File: src/rtl/spi_sub.sv
// spi_sub: SPI mode-0 subordinate bridging 44-bit command frames onto a 32-bit memory bus.
// Latency: strobe one sclk after the last command bit; resp[43] on miso 3 rising edges after it.
// Backpressure: none; the host paces everything through sclk, and cs_n high aborts at any point.
//
// Ports:
//   sclk    - SPI clock. Rising edge drives all state; falling edge launches miso.
//   rst_n   - asynchronous active-low reset
//   cs_n    - chip select, active low. Sampled high on a rising edge, it returns the block to IDLE.
//   mosi    - serial command data, MSB first, sampled on rising sclk
//   miso    - serial response data, MSB first, changes on falling sclk. It is 0 outside TX.
//   r_en    - one-cycle memory read strobe (op 00)
//   w_en    - one-cycle memory write strobe (op 01)
//   addr    - memory address. It holds its value between frames.
//   data_o  - memory write data. It holds its value between frames.
//   data_i  - memory read data. It is combinationally valid while r_en is high.
//
// Frame layout (MSB first): {op[1:0], addr[9:0], data[31:0]}.
// Op 00 reads, op 01 writes, and ops 10/11 only echo the frame.
// The response is {op, addr, data_i} for a read. For any other op it is the received frame.

module spi_sub (
  input  logic        sclk,
  input  logic        rst_n,
  input  logic        cs_n,
  input  logic        mosi,
  output logic        miso,
  output logic        r_en,
  output logic        w_en,
  output logic [9:0]  addr,
  output logic [31:0] data_o,
  input  logic [31:0] data_i
);

  localparam logic [1:0] OP_READ  = 2'b00;
  localparam logic [1:0] OP_WRITE = 2'b01;
  localparam logic [5:0] LAST_BIT = 6'd43;

  typedef enum logic [2:0] {
    IDLE = 3'd0,
    RX   = 3'd1,
    EXEC = 3'd2,
    WAIT = 3'd3,
    TX   = 3'd4
  } state_e;

  state_e      state_q;
  logic [5:0]  cnt_q;      // RX: bits captured so far; TX: index of the bit on miso
  logic [43:0] shift_q;    // incoming frame, still intact during EXEC
  logic [43:0] resp_q;     // response frame, loaded on the edge that closes EXEC
  logic        r_en_q;
  logic        w_en_q;
  logic [9:0]  addr_q;
  logic [31:0] data_q;
  logic        miso_q;

  // The frame as it stands once the current mosi bit is shifted in.
  // On the 44th RX edge this value is the complete command.
  logic [43:0] frame_d;
  logic [1:0]  op_d;

  always_comb begin
    frame_d = {shift_q[42:0], mosi};
    op_d    = frame_d[43:42];
  end

  always_ff @(posedge sclk or negedge rst_n) begin
    if (!rst_n) begin
      state_q <= IDLE;
      cnt_q   <= '0;
      shift_q <= '0;
      resp_q  <= '0;
      r_en_q  <= 1'b0;
      w_en_q  <= 1'b0;
      addr_q  <= '0;
      data_q  <= '0;
    end else if (cs_n) begin
      // Deselect drops any partial frame. A strobe that is high on this edge
      // has already been seen by the memory, so that access still completes.
      state_q <= IDLE;
      cnt_q   <= '0;
      shift_q <= '0;
      r_en_q  <= 1'b0;
      w_en_q  <= 1'b0;
    end else begin
      case (state_q)
        IDLE: begin
          // The first command bit lands on the selecting edge itself.
          shift_q <= {43'd0, mosi};
          cnt_q   <= 6'd1;
          state_q <= RX;
        end

        RX: begin
          shift_q <= frame_d;
          if (cnt_q == LAST_BIT) begin
            addr_q  <= frame_d[41:32];
            data_q  <= frame_d[31:0];
            w_en_q  <= (op_d == OP_WRITE);
            r_en_q  <= (op_d == OP_READ);
            cnt_q   <= '0;
            state_q <= EXEC;
          end else begin
            cnt_q <= cnt_q + 6'd1;
          end
        end

        EXEC: begin
          // The read data is sampled on the same edge that ends the strobe.
          if (r_en_q) begin
            resp_q <= {shift_q[43:42], addr_q, data_i};
          end else begin
            resp_q <= shift_q;
          end
          r_en_q  <= 1'b0;
          w_en_q  <= 1'b0;
          state_q <= WAIT;
        end

        WAIT: begin
          cnt_q   <= LAST_BIT;
          state_q <= TX;
        end

        TX: begin
          if (cnt_q == 6'd0) begin
            // cs_n can stay low here. The next edge is bit 43 of a new frame.
            cnt_q   <= '0;
            state_q <= RX;
          end else begin
            cnt_q <= cnt_q - 6'd1;
          end
        end

        default: begin
          state_q <= IDLE;
          cnt_q   <= '0;
          r_en_q  <= 1'b0;
          w_en_q  <= 1'b0;
        end
      endcase
    end
  end

  // Launch miso on the falling edge so that it is stable by the host's rising-edge sample.
  always_ff @(negedge sclk or negedge rst_n) begin
    if (!rst_n) begin
      miso_q <= 1'b0;
    end else if (state_q == TX) begin
      miso_q <= resp_q[cnt_q];
    end else begin
      miso_q <= 1'b0;
    end
  end

  assign miso   = miso_q;
  assign r_en   = r_en_q;
  assign w_en   = w_en_q;
  assign addr   = addr_q;
  assign data_o = data_q;

endmodule

File: config.mk
export PLATFORM = sky130hd
export DESIGN_NAME = spi_sub
export DESIGN_NICKNAME = d
export VERILOG_FILES = /design/src/rtl/spi_sub.sv
export SDC_FILE = /design/constraint.sdc
export NUM_CORES = 1
export LEC_CHECK = 0
export CAP_MARGIN = 40
export CORE_AREA = 2 2 111 113
export CTS_CLUSTER_DIAMETER = 80
export DETAILED_ROUTE_END_ITERATION = 10
export DIE_AREA = 0 0 113 115
export PLACE_DENSITY = 0.78
export SLEW_MARGIN = 25
export SYNTH_ARGS = -nofsm -noshare
export SYNTH_HDL_FRONTEND = slang
export SYNTH_SLANG_ARGS = --single-unit
File: constraint.sdc
create_clock -name sclk -period 3.6 [get_ports sclk]
set_clock_uncertainty 0.15 [all_clocks]
set_input_delay 0.9 -clock sclk [delete_from_list [all_inputs] [get_ports sclk]]
set_output_delay 0.9 -clock sclk [all_outputs]
set_load 0.02 [all_outputs]
After elaboration in Yosys (flattened, before gate mapping). Index checks and enable logic that the tools add are counted.

Input bits: 36. Bits in read-only memories: 0. Bits in latches: 0. Bits in registers: 142. Memories: 0. Output and inout bits: 45. Memory bits (writable): 0.

Add/subtract/negate cells: 2. Shift operators: 0. Div/mod/pow operators: 0. Multipliers: 0. Order comparisons: 1. Equality and inequality tests: 10. Muxes and demuxes: 20. Reductions and logical operators: 9. Bitwise operators: 1.

Operator list (count): $pmux 44 s2 (1); $mux 44 (1); $mux 42 (1); $pmux 6 s5 (1); $mux 6 (3); $pmux 3 s5 (1); $mux 3 (3); $lt 6x7->1 const B (1); $add 6x1->6 const B (1); $bmux 1 s6 (1); $eq 3x2->1 const B (2); $eq 6x6->1 const B (1); $logic_not 6->1 (1); $mux 1 (6); $ne 3x3->1 const B (2); $reduce_and 2->1 (3); $sub 6x1->6 const B (1); $pmux 1 s2 (2); $eq 3x1->1 const B (1); $eq 3x3->1 const B (1); $logic_not 3->1 (1); $reduce_and 3->1 (1); $reduce_bool 3->1 (1); $reduce_or 3->1 (1); other kinds (5) (5).

Logic depth before layout (Yosys ltp). Gate-level depths: netlist of run 1.

Depth in word-level cells: 4. Depth in mapped cells: 8.

==> out/metrics.csv, run 1 <==
stage,metric,value,unit
timing,max-slew violation count,0,
synthesis,Yosys top cell by area,dfrtp_1,
route,# DRC,3,
placed_design,Place WS,-0.226,ns
synthesis,cell count after synthesis,500,
critical_path,crit-path max FO,5,
route,drt pass-1 iters,7,
global_route,largest net degree at the start of global routing,68,
die,Starting Density,53.3,%
timing,Final Hold Vio Count,0,
critical_path,crit path capture type,flip-flop,
route,Routed Wire Length,14.2,mm
timing,RSZ-0062 raised after global routing,yes,
placed_design,dpl hpwl,9.05,mm
synthesis,fraction of the mapped netlist area in adder cells,0.596,%
clock_network,H-tree depth,4,
run_status,status,"complete, but fails checks",
synthesis,XOR/XNOR Fraction of Synth Area,0.556,%
synthesis,Post-Synth Simple-Gate Area,6.32,%
synthesis,Yosys Warn Count,0,
global_route,initial antenna violation count,0,
critical_path,critical path type,flip-flop to flip-flop,
synthesis,Async SR Flop Fraction,100,%
die,chip width,113,um
clock_network,TritonCTS clock tree,built,
die,die area,13000,um2
pwr,pwr dens,459,nW/um2
synthesis,"Avg Cell Area, Syn",12.6,um2
die,Die Height,115,um
global_route,vias in the first global route,4537,
critical_path,crit path DAT,2.06,ns
die,I/O pins,81,
critical_path,CP Launch Type,flip-flop,
route,vias,4384,
global_route,GRT Overall Usage,23.1,%
route,Routed WL per cell,19.0,um
route,post-DR vias/cell,5.87,
timing,slew margin rel.,49.8,%
synthesis,main combinational cell family by area after synthesis,multiplexers,
clock_network,TritonCTS Buffers,17,
clock_network,Root Driver,clkbuf_16,
timing,"Setup violations, final",2,
synthesis,mapped cell area,6300,um2
synthesis,Yosys reg bits,142,
synthesis,"Primary FF master, synth",dfrtp_1,
finish,antenna cells,0,
clock_network,Clock Path Buffers,2,
pwr,VDD IR max,354,uV
placed_design,port bufs,80,
synthesis,Synth Net Count,539,
pwr,Leakage,3.60,nW
synthesis,cell with the most instances after synthesis,dfrtp_1,
global_route,total grt overflow,0,
timing,Slew @ Worst Pin,0.753,ns
synthesis,"top cells by area, synth","dfrtp_1 56%, mux2i_1 6.8%, a22o_1 6.5%",
synthesis,Unique masters post-synth,52,
clock_network,clk slew on worst S/H paths,0.06,ns
clock_network,# clock sinks,142,
timing,post-route setup slack,-0.179,ns
synthesis,Synth top area share,56.0,%
route,initial drt markers,289,
synthesis,post-synthesis mux area share,18.9,%
timing,hold slack,0.194,ns
job,max-cap check violation count,0,
die,core area,11800,um2
finish,FILL cells,864,
placed_design,routability congestion estimate,0.817,
run_status,failing checks,"DRC, setup timing",
die,floorplan row count,40,
finish,Layout area overhead,26.8,%
synthesis,"EDFF count, synth",0,
synthesis,Compound-Gate Fraction of Synth Area,13.9,%
synthesis,synth cell count leaders,"141 x dfrtp_1, 55 x a21oi_1, 47 x a22o_1, 47 x nor2_1, 43 x mux2i_1",
synthesis,post-synthesis sequential area ratio,56.4,%
finish,share of cells above drive strength 1,18.7,%
critical_path,worst endpoint required time,1.89,ns
global_route,global-route wire length before repair,23.5,mm
finish,nets,627,
route,Detail Route Antenna Nets,0,
clock_network,CTS hold repair buffers,0,
hold_path,type of the tightest min-delay check,input port to asynchronous set/reset pin,
finish,final core occ,67.6,%
clock_network,clock latency on the worst-skew pair,0.42,ns
## cells by family after synthesis
logic type,Yosys count
xor+xnor,4
simple gates,83
mux,98
flops,142
compound gates,126
buf+inv,44
fa+ha+maj,3
## placed cells by master, fill, tap and decap left out, types with 3 or more instances in the layout
master             n
a22oi_1            4
clkdlybuf4s50_1   78
buf_12             3
nor2_1            46
nor2b_1            3
a22o_1            47
inv_1              6
o21ai_0            5
nor3_1             4
nand2_1           10
ha_1               3
nand3_1            3
dfrtp_1          140
mux4_2             7
buf_6              3
mux4_1             4
buf_4             23
xnor2_1            3
clkbuf_8           7
bufinv_16          3
mux2i_1           43
a21oi_1           54
o22ai_1            3
mux2_1             9
clkbuf_16         17
mux2_2            35
## layout make-up
| type | count | area (um2) | area share [%] |
|---|---|---|---|
| clock inverter | 5 | 100 | 1.25 |
| multi-input combinational | 314 | 2550 | 31.9 |
| timing repair buffer | 107 | 1050 | 13.1 |
| sequential | 142 | 3550 | 44.5 |
| tap | 147 | 184 | 2.30 |
| inverter | 6 | 22.5 | 0.282 |
| clock buffer | 26 | 529 | 6.63 |
## final timing paths
check | depth (start not counted) | slack, ns | to | startpoint
worst max-delay path | 6 | -0.18 | miso | cnt_q[0]
worst min-delay path | 1 | 0.19 | data_o[11] | rst_n
worst max register to register | 6 | -0.18 | miso | cnt_q[0]
worst min register to register | 1 | 0.34 | data_o[13] | data_o[13]
max in group asynchronous | 1 | 1.14 | miso | rst_n
min in group sclk | 1 | 0.34 | data_o[13] | data_o[13]
## layer usage
metal	share of wire, %	GRT usage (%)
met5	0	0
met4	1.8	9.02
met3	3.9	4.48
met2	50	37.6
met1	44	31.1
## critical path: stages (launching register included)
cell and delay [ns]:
dfrtp_1 0.36, buf_6 0.13, mux4_2 0.49, a22o_1 0.23, a211oi_2 0.19, a311o_1 0.17, a21oi_2 0.07
## repair_timing
action	in CTS	in global routing
setup endpoints to repair	2	2
buffers inserted	1	0
cloned	0	0
gates resized for setup	7	1
## power by group
part	internal [mW]	switching [mW]	total, mW
combinational	0.0881	0.0931	0.181
clock	1.21	0.637	1.85
sequential	1.62	0.0161	1.64
## flip-flops by register name (all words and copies together), names as in the netlist
signal and cells:
addr 10, cnt_q 6, data_o 32, miso 1, r_en 1, resp_q 44
shift_q 44, state_q 3, w_en 1
## through the flow
step | area, um2 | cells | total power [mW] | TNS [ns]
2_1_floorplan | 6300 | 500 | 1.74 | 0
4_1_cts | 7960 | 746 | 3.70 | -0.369
5_1_grt | 7990 | 747 | 3.78 | -0.436
3_5_place_dp | 7320 | 714 | 1.84 | -0.419
3_3_place_gp | 7320 | 714 | 1.84 | -0.372
6_report | 7990 | 747 | 3.67 | -0.339
(Power assumes the default switching activity.)
==> inputs of run 2 (changes only) <==
Settings changed: CORE_AREA 2 2 111 113 to 2 2 127 129, DIE_AREA 0 0 113 115 to 0 0 129 131, PLACE_DENSITY 0.78 to not set, SLEW_MARGIN 25 to not set.
==> out/metrics.csv, run 2 (synthesis results as in run 1) <==
stage,metric,value,unit
clock_network,H-tree depth,4,
critical_path,critical path type,flip-flop to output port,
pwr,Pint,2.79,mW
finish,Final Non-Filler Cells,817,
pwr,VDD IR max,289,uV
critical_path,CP Launch Type,flip-flop,
finish,"most common cell after layout, fill and taps aside",dfrtp_1,
route,vias,4245,
critical_path,crit path DAT,2.70,ns
pwr,Leakage,3.56,nW
pwr,Sw Ratio,21.2,%
finish,post-route cell area,8020,um2
placed_design,dpl hpwl,9.29,mm
finish,share of cells above drive strength 1,19.6,%
global_route,vias in the first global route,4412,
timing,post-route setup slack,-0.153,ns
timing,max-slew violation count,0,
die,floorplan row count,46,
placed_design,Place WS,-0.239,ns
finish,highest-count cells in the layout ignoring fill and taps,"139 x dfrtp_1, 78 x clkdlybuf4s50_1, 54 x a21oi_1",
critical_path,crit path capture type,output port,
critical_path,reg2reg setup slack,-0.14,ns
finish,register area,3560,um2
hold_path,type of the tightest min-delay check,input port to asynchronous set/reset pin,
run_status,failing checks,setup timing,
finish,FILL cells,1420,
clock_network,clock latency on the worst-skew pair,0.42,ns
critical_path,Reg2Reg Launch Point,cnt_q[0],
critical_path,Reg2Reg Depth,5,
finish,Layout area overhead,27.4,%
route,Detail Route Antenna Nets,0,
critical_path,Crit path max-delay family,flip-flops,
clock_network,TritonCTS Buffers,17,
global_route,initial antenna violation count,0,
timing,Slew @ Worst Pin,0.852,ns
finish,nets,627,
finish,antenna cells,0,
route,post-DR vias/cell,5.20,
route,# DRC,0,
die,die area,16900,um2
timing,Final Hold Vio Count,0,
pwr,clock power share,48.8,%
finish,area of the multi-input gates,2540,um2
timing,RSZ-0062 raised after global routing,yes,
pwr,combinational share of power,5.0,%
route,Routed Wire Length,13.6,mm
placed_design,placed insts,784,
route,drt pass-1 iters,4,
route,initial drt markers,227,
run_status,status,"complete, but fails checks",
die,Starting Density,40.4,%
route,Routed WL per cell,16.6,um
clock_network,clk slew on worst S/H paths,0.06,ns
timing,"Setup violations, final",2,
global_route,global-route wire length before repair,23.1,mm
critical_path,worst endpoint required time,2.55,ns
critical_path,reg-to-reg endpoint,miso,
pwr,Net Sw Power,0.753,mW
clock_network,Root Driver,clkbuf_16,
job,max-cap check violation count,0,
clock_network,Clock Path Buffers,2,
clock_network,TritonCTS clock tree,built,
die,Die Height,131,um
critical_path,CP Buf/Inv Count,1,
global_route,GRT Overall Usage,17.7,%
die,I/O pins,81,
placed_design,port bufs,80,
global_route,largest net degree at the start of global routing,70,
timing,slew margin rel.,43.2,%
die,core area,15600,um2
placed_design,routability congestion estimate,0.766,
pwr,Flop pwr share,46.2,%
critical_path,crit-path max FO,1,
critical_path,Critical-path top delay cell,dfrtn_1,
critical_path,CP cell instances,buf_6,
clock_network,# clock sinks,142,
placed_design,Placed Instance Area,7420,um2
pwr,pwr dens,442,nW/um2
critical_path,Worst path max stage delay,0.40,ns
die,chip width,129,um
global_route,total grt overflow,0,
==> run 2: cell type report <==
type                       instances  area share [%]
tap                              216            3.37
clock buffer                      21            5.99
clock inverter                    11            1.42
inverter                           6           0.281
multi-input combinational        314            31.7
timing repair buffer             107            12.9
sequential                       142            44.3
==> run 2: power groups by stage <==
| stage | Combinational (mW) | Sequential [mW] | Clock (mW) |
|---|---|---|---|
| 6_report | 0.176 | 1.64 | 1.73 |
| 4_1_cts | 0.178 | 1.64 | 1.78 |
| 3_3_place_gp | 0.174 | 1.67 | 0 |
| 3_5_place_dp | 0.176 | 1.67 | 0 |
| 2_1_floorplan | 0.0814 | 1.66 | 0 |
| 5_1_grt | 0.196 | 1.64 | 1.85 |
==> run 2: worst max path at each step <==
stage	endpoint	startpoint	depth (start not counted)	slack, ns
after CTS	miso	miso	1	-0.17
after floorplan	miso	cnt_q[0]	6	0.002
final	miso	miso	1	-0.15
after global placement	miso	cnt_q[0]	5	-0.24
after global routing	miso	cnt_q[0]	5	-0.19
after detailed placement	miso	cnt_q[0]	5	-0.24
==> run 2: per-stage QoR <==
step	setup TNS [ns]	power (mW)	utilization (%)	hold slack, ns
2_1_floorplan	0	1.74	-	0.311
3_3_place_gp	-0.452	1.84	47.5	0.322
3_5_place_dp	-0.453	1.84	47.5	0.331
4_1_cts	-0.336	3.60	51.4	0.159
5_1_grt	-0.371	3.69	51.4	0.158
6_report	-0.298	3.55	51.4	0.176
==> run 2: layer usage <==
layer	share of wire, %	GRT usage (%)	up-vias	wire length (um)
met5	0	0	-	0
met4	0.82	5.75	0	111
met3	3.9	4.44	9	527
met2	48	27.8	90	6520
met1	47	24.2	2130	6440
li1	-	-	2016	-
==> run 2: repair_timing <==
| item | 4_1_cts | 5_1_grt |
|---|---|---|
| buffers inserted | 0 | 1 |
| pin swaps | 2 | 1 |
| resized for setup | 10 | 2 |
| setup endpoints to repair | 2 | 2 |
| hold buffers | 0 | 0 |
| hold endpoints to repair | 0 | 0 |
==> inputs of run 3 (changes only) <==
Settings changed: CTS_BUF_LIST set to sky130_fd_sc_hd__clkbuf_8, SETUP_SLACK_MARGIN set to 0.1.
==> out/metrics.csv, run 3 (synthesis results as in run 1) <==
stage,metric,value,unit
route,drt pass-1 iters,5,
pwr,pwr dens,393,nW/um2
critical_path,Reg2Reg Launch Point,cnt_q[0],
route,vias,4260,
die,chip width,129,um
placed_design,routability congestion estimate,0.766,
clock_network,clock latency on the worst-skew pair,0.43,ns
route,Detail Route Antenna Nets,0,
critical_path,crit-path max FO,5,
critical_path,Crit path max-delay family,compound AO/OA/AOI/OAI gates,
finish,nets,627,
die,floorplan row count,46,
pwr,Leakage,3.47,nW
global_route,GRT Overall Usage,17.3,%
job,max-cap check violation count,0,
pwr,Pwr Total,3.08,mW
global_route,initial antenna violation count,0,
critical_path,crit path capture type,flip-flop,
finish,share of cells above drive strength 1,19.6,%
clock_network,Root Driver,clkbuf_8,
critical_path,reg2reg setup slack,-0.17,ns
global_route,global-route wire length before repair,22.8,mm
route,post-DR vias/cell,5.21,
die,Die Height,131,um
run_status,failing checks,setup timing,
critical_path,CP cell instances,"mux4_2, a22o_1, a211oi_2, a311o_1, a21oi_2",
die,core area,15600,um2
die,die area,16900,um2
route,Routed Wire Length,13.4,mm
timing,"Setup violations, final",2,
route,Routed WL per cell,16.4,um
finish,final core occ,50.2,%
finish,Layout area overhead,24.3,%
hold_path,type of the tightest min-delay check,input port to asynchronous set/reset pin,
critical_path,reg-to-reg endpoint,miso,
timing,slew margin rel.,43.5,%
placed_design,dpl hpwl,9.29,mm
placed_design,port bufs,80,
die,I/O pins,81,
timing,Slew @ Worst Pin,0.848,ns
timing,max-slew violation count,0,
critical_path,CP Buf/Inv Count,0,
route,initial drt markers,224,
finish,Final Non-Filler Cells,817,
die,Starting Density,40.4,%
global_route,total grt overflow,0,
clock_network,TritonCTS Buffers,17,
timing,post-route setup slack,-0.170,ns
timing,hold slack,0.153,ns
clock_network,Clock Path Buffers,2,
pwr,VDD IR max,230,uV
clock_network,# clock sinks,142,
finish,"most common cell after layout, fill and taps aside",dfrtp_1,
critical_path,Reg2Reg Depth,5,
timing,Final Hold Vio Count,0,
critical_path,crit path DAT,2.05,ns
finish,highest-count cells in the layout ignoring fill and taps,"139 x dfrtp_1, 78 x clkdlybuf4s50_1, 54 x a21oi_1",
clock_network,clk slew on worst S/H paths,0.07,ns
critical_path,CP Launch Type,flip-flop,
finish,antenna cells,0,
run_status,status,"complete, but fails checks",
global_route,largest net degree at the start of global routing,70,
clock_network,H-tree depth,4,
route,# DRC,0,
critical_path,critical path type,flip-flop to flip-flop,
critical_path,Critical-path top delay cell,mux4_2,
critical_path,Worst path max stage delay,0.51,ns
clock_network,TritonCTS clock tree,built,
timing,RSZ-0062 raised after global routing,yes,
critical_path,worst endpoint required time,1.88,ns
global_route,vias in the first global route,4387,
placed_design,placed insts,784,
[run 3: worst max path at each step]
| stage | startpoint | to | slack (ns) | cells after the start |
|---|---|---|---|---|
| after floorplan | cnt_q[0] | miso | 0.002 | 6 |
| after global placement | cnt_q[0] | miso | -0.24 | 5 |
| after detailed placement | cnt_q[0] | miso | -0.24 | 5 |
| after CTS | cnt_q[0] | miso | -0.19 | 5 |
| after global routing | cnt_q[0] | miso | -0.22 | 5 |
| final | cnt_q[0] | miso | -0.17 | 5 |
[run 3: area by class of cell]
class / instances / area [um2]
fill: 1446 / 7760
sequential: 142 / 3560
multi-input combinational: 314 / 2540
timing repair buffer: 107 / 1040
clock buffer: 21 / 289
tap: 216 / 270
clock inverter: 11 / 114
inverter: 6 / 22.5
[run 3: repair_timing]
action,4_1_cts,5_1_grt
resized for setup,9,3
setup buffers,0,1
hold buffers,0,0
setup endpoints to repair,2,2
pin swaps,2,1
cloned,0,0
[run 3: metrics by stage]
| stage | setup TNS (ns) | cell area, um2 | setup slack, ns |
|---|---|---|---|
| 5_1_grt | -0.410 | 7830 | -0.221 |
| 6_report | -0.319 | 7830 | -0.170 |
| 2_1_floorplan | 0 | 6300 | 0.00226 |
| 3_5_place_dp | -0.453 | 7420 | -0.239 |
| 4_1_cts | -0.371 | 7820 | -0.192 |
| 3_3_place_gp | -0.452 | 7420 | -0.238 |
[run 3: worst reg2reg max path, stage by stage (launching register included)]
cell and delay, ns:
dfrtp_2 0.46, mux4_2 0.51, a22o_1 0.24, a211oi_2 0.20, a311o_1 0.16, a21oi_2 0.06
[run 3: layer usage]
metal / GRT usage, % / up-vias / routed length (um)
met5: 0 / - / 0
met4: 5.56 / 0 / 142
met3: 3.71 / 7 / 427
met2: 27.4 / 81 / 6480
met1: 24.0 / 2158 / 6350
li1: - / 2014 / -
[run 3: power by group]
part | switching (mW) | internal, mW
logic | 0.0896 | 0.0852
registers | 0.0171 | 1.62
clock network | 0.584 | 0.683
total | 0.691 | 2.39
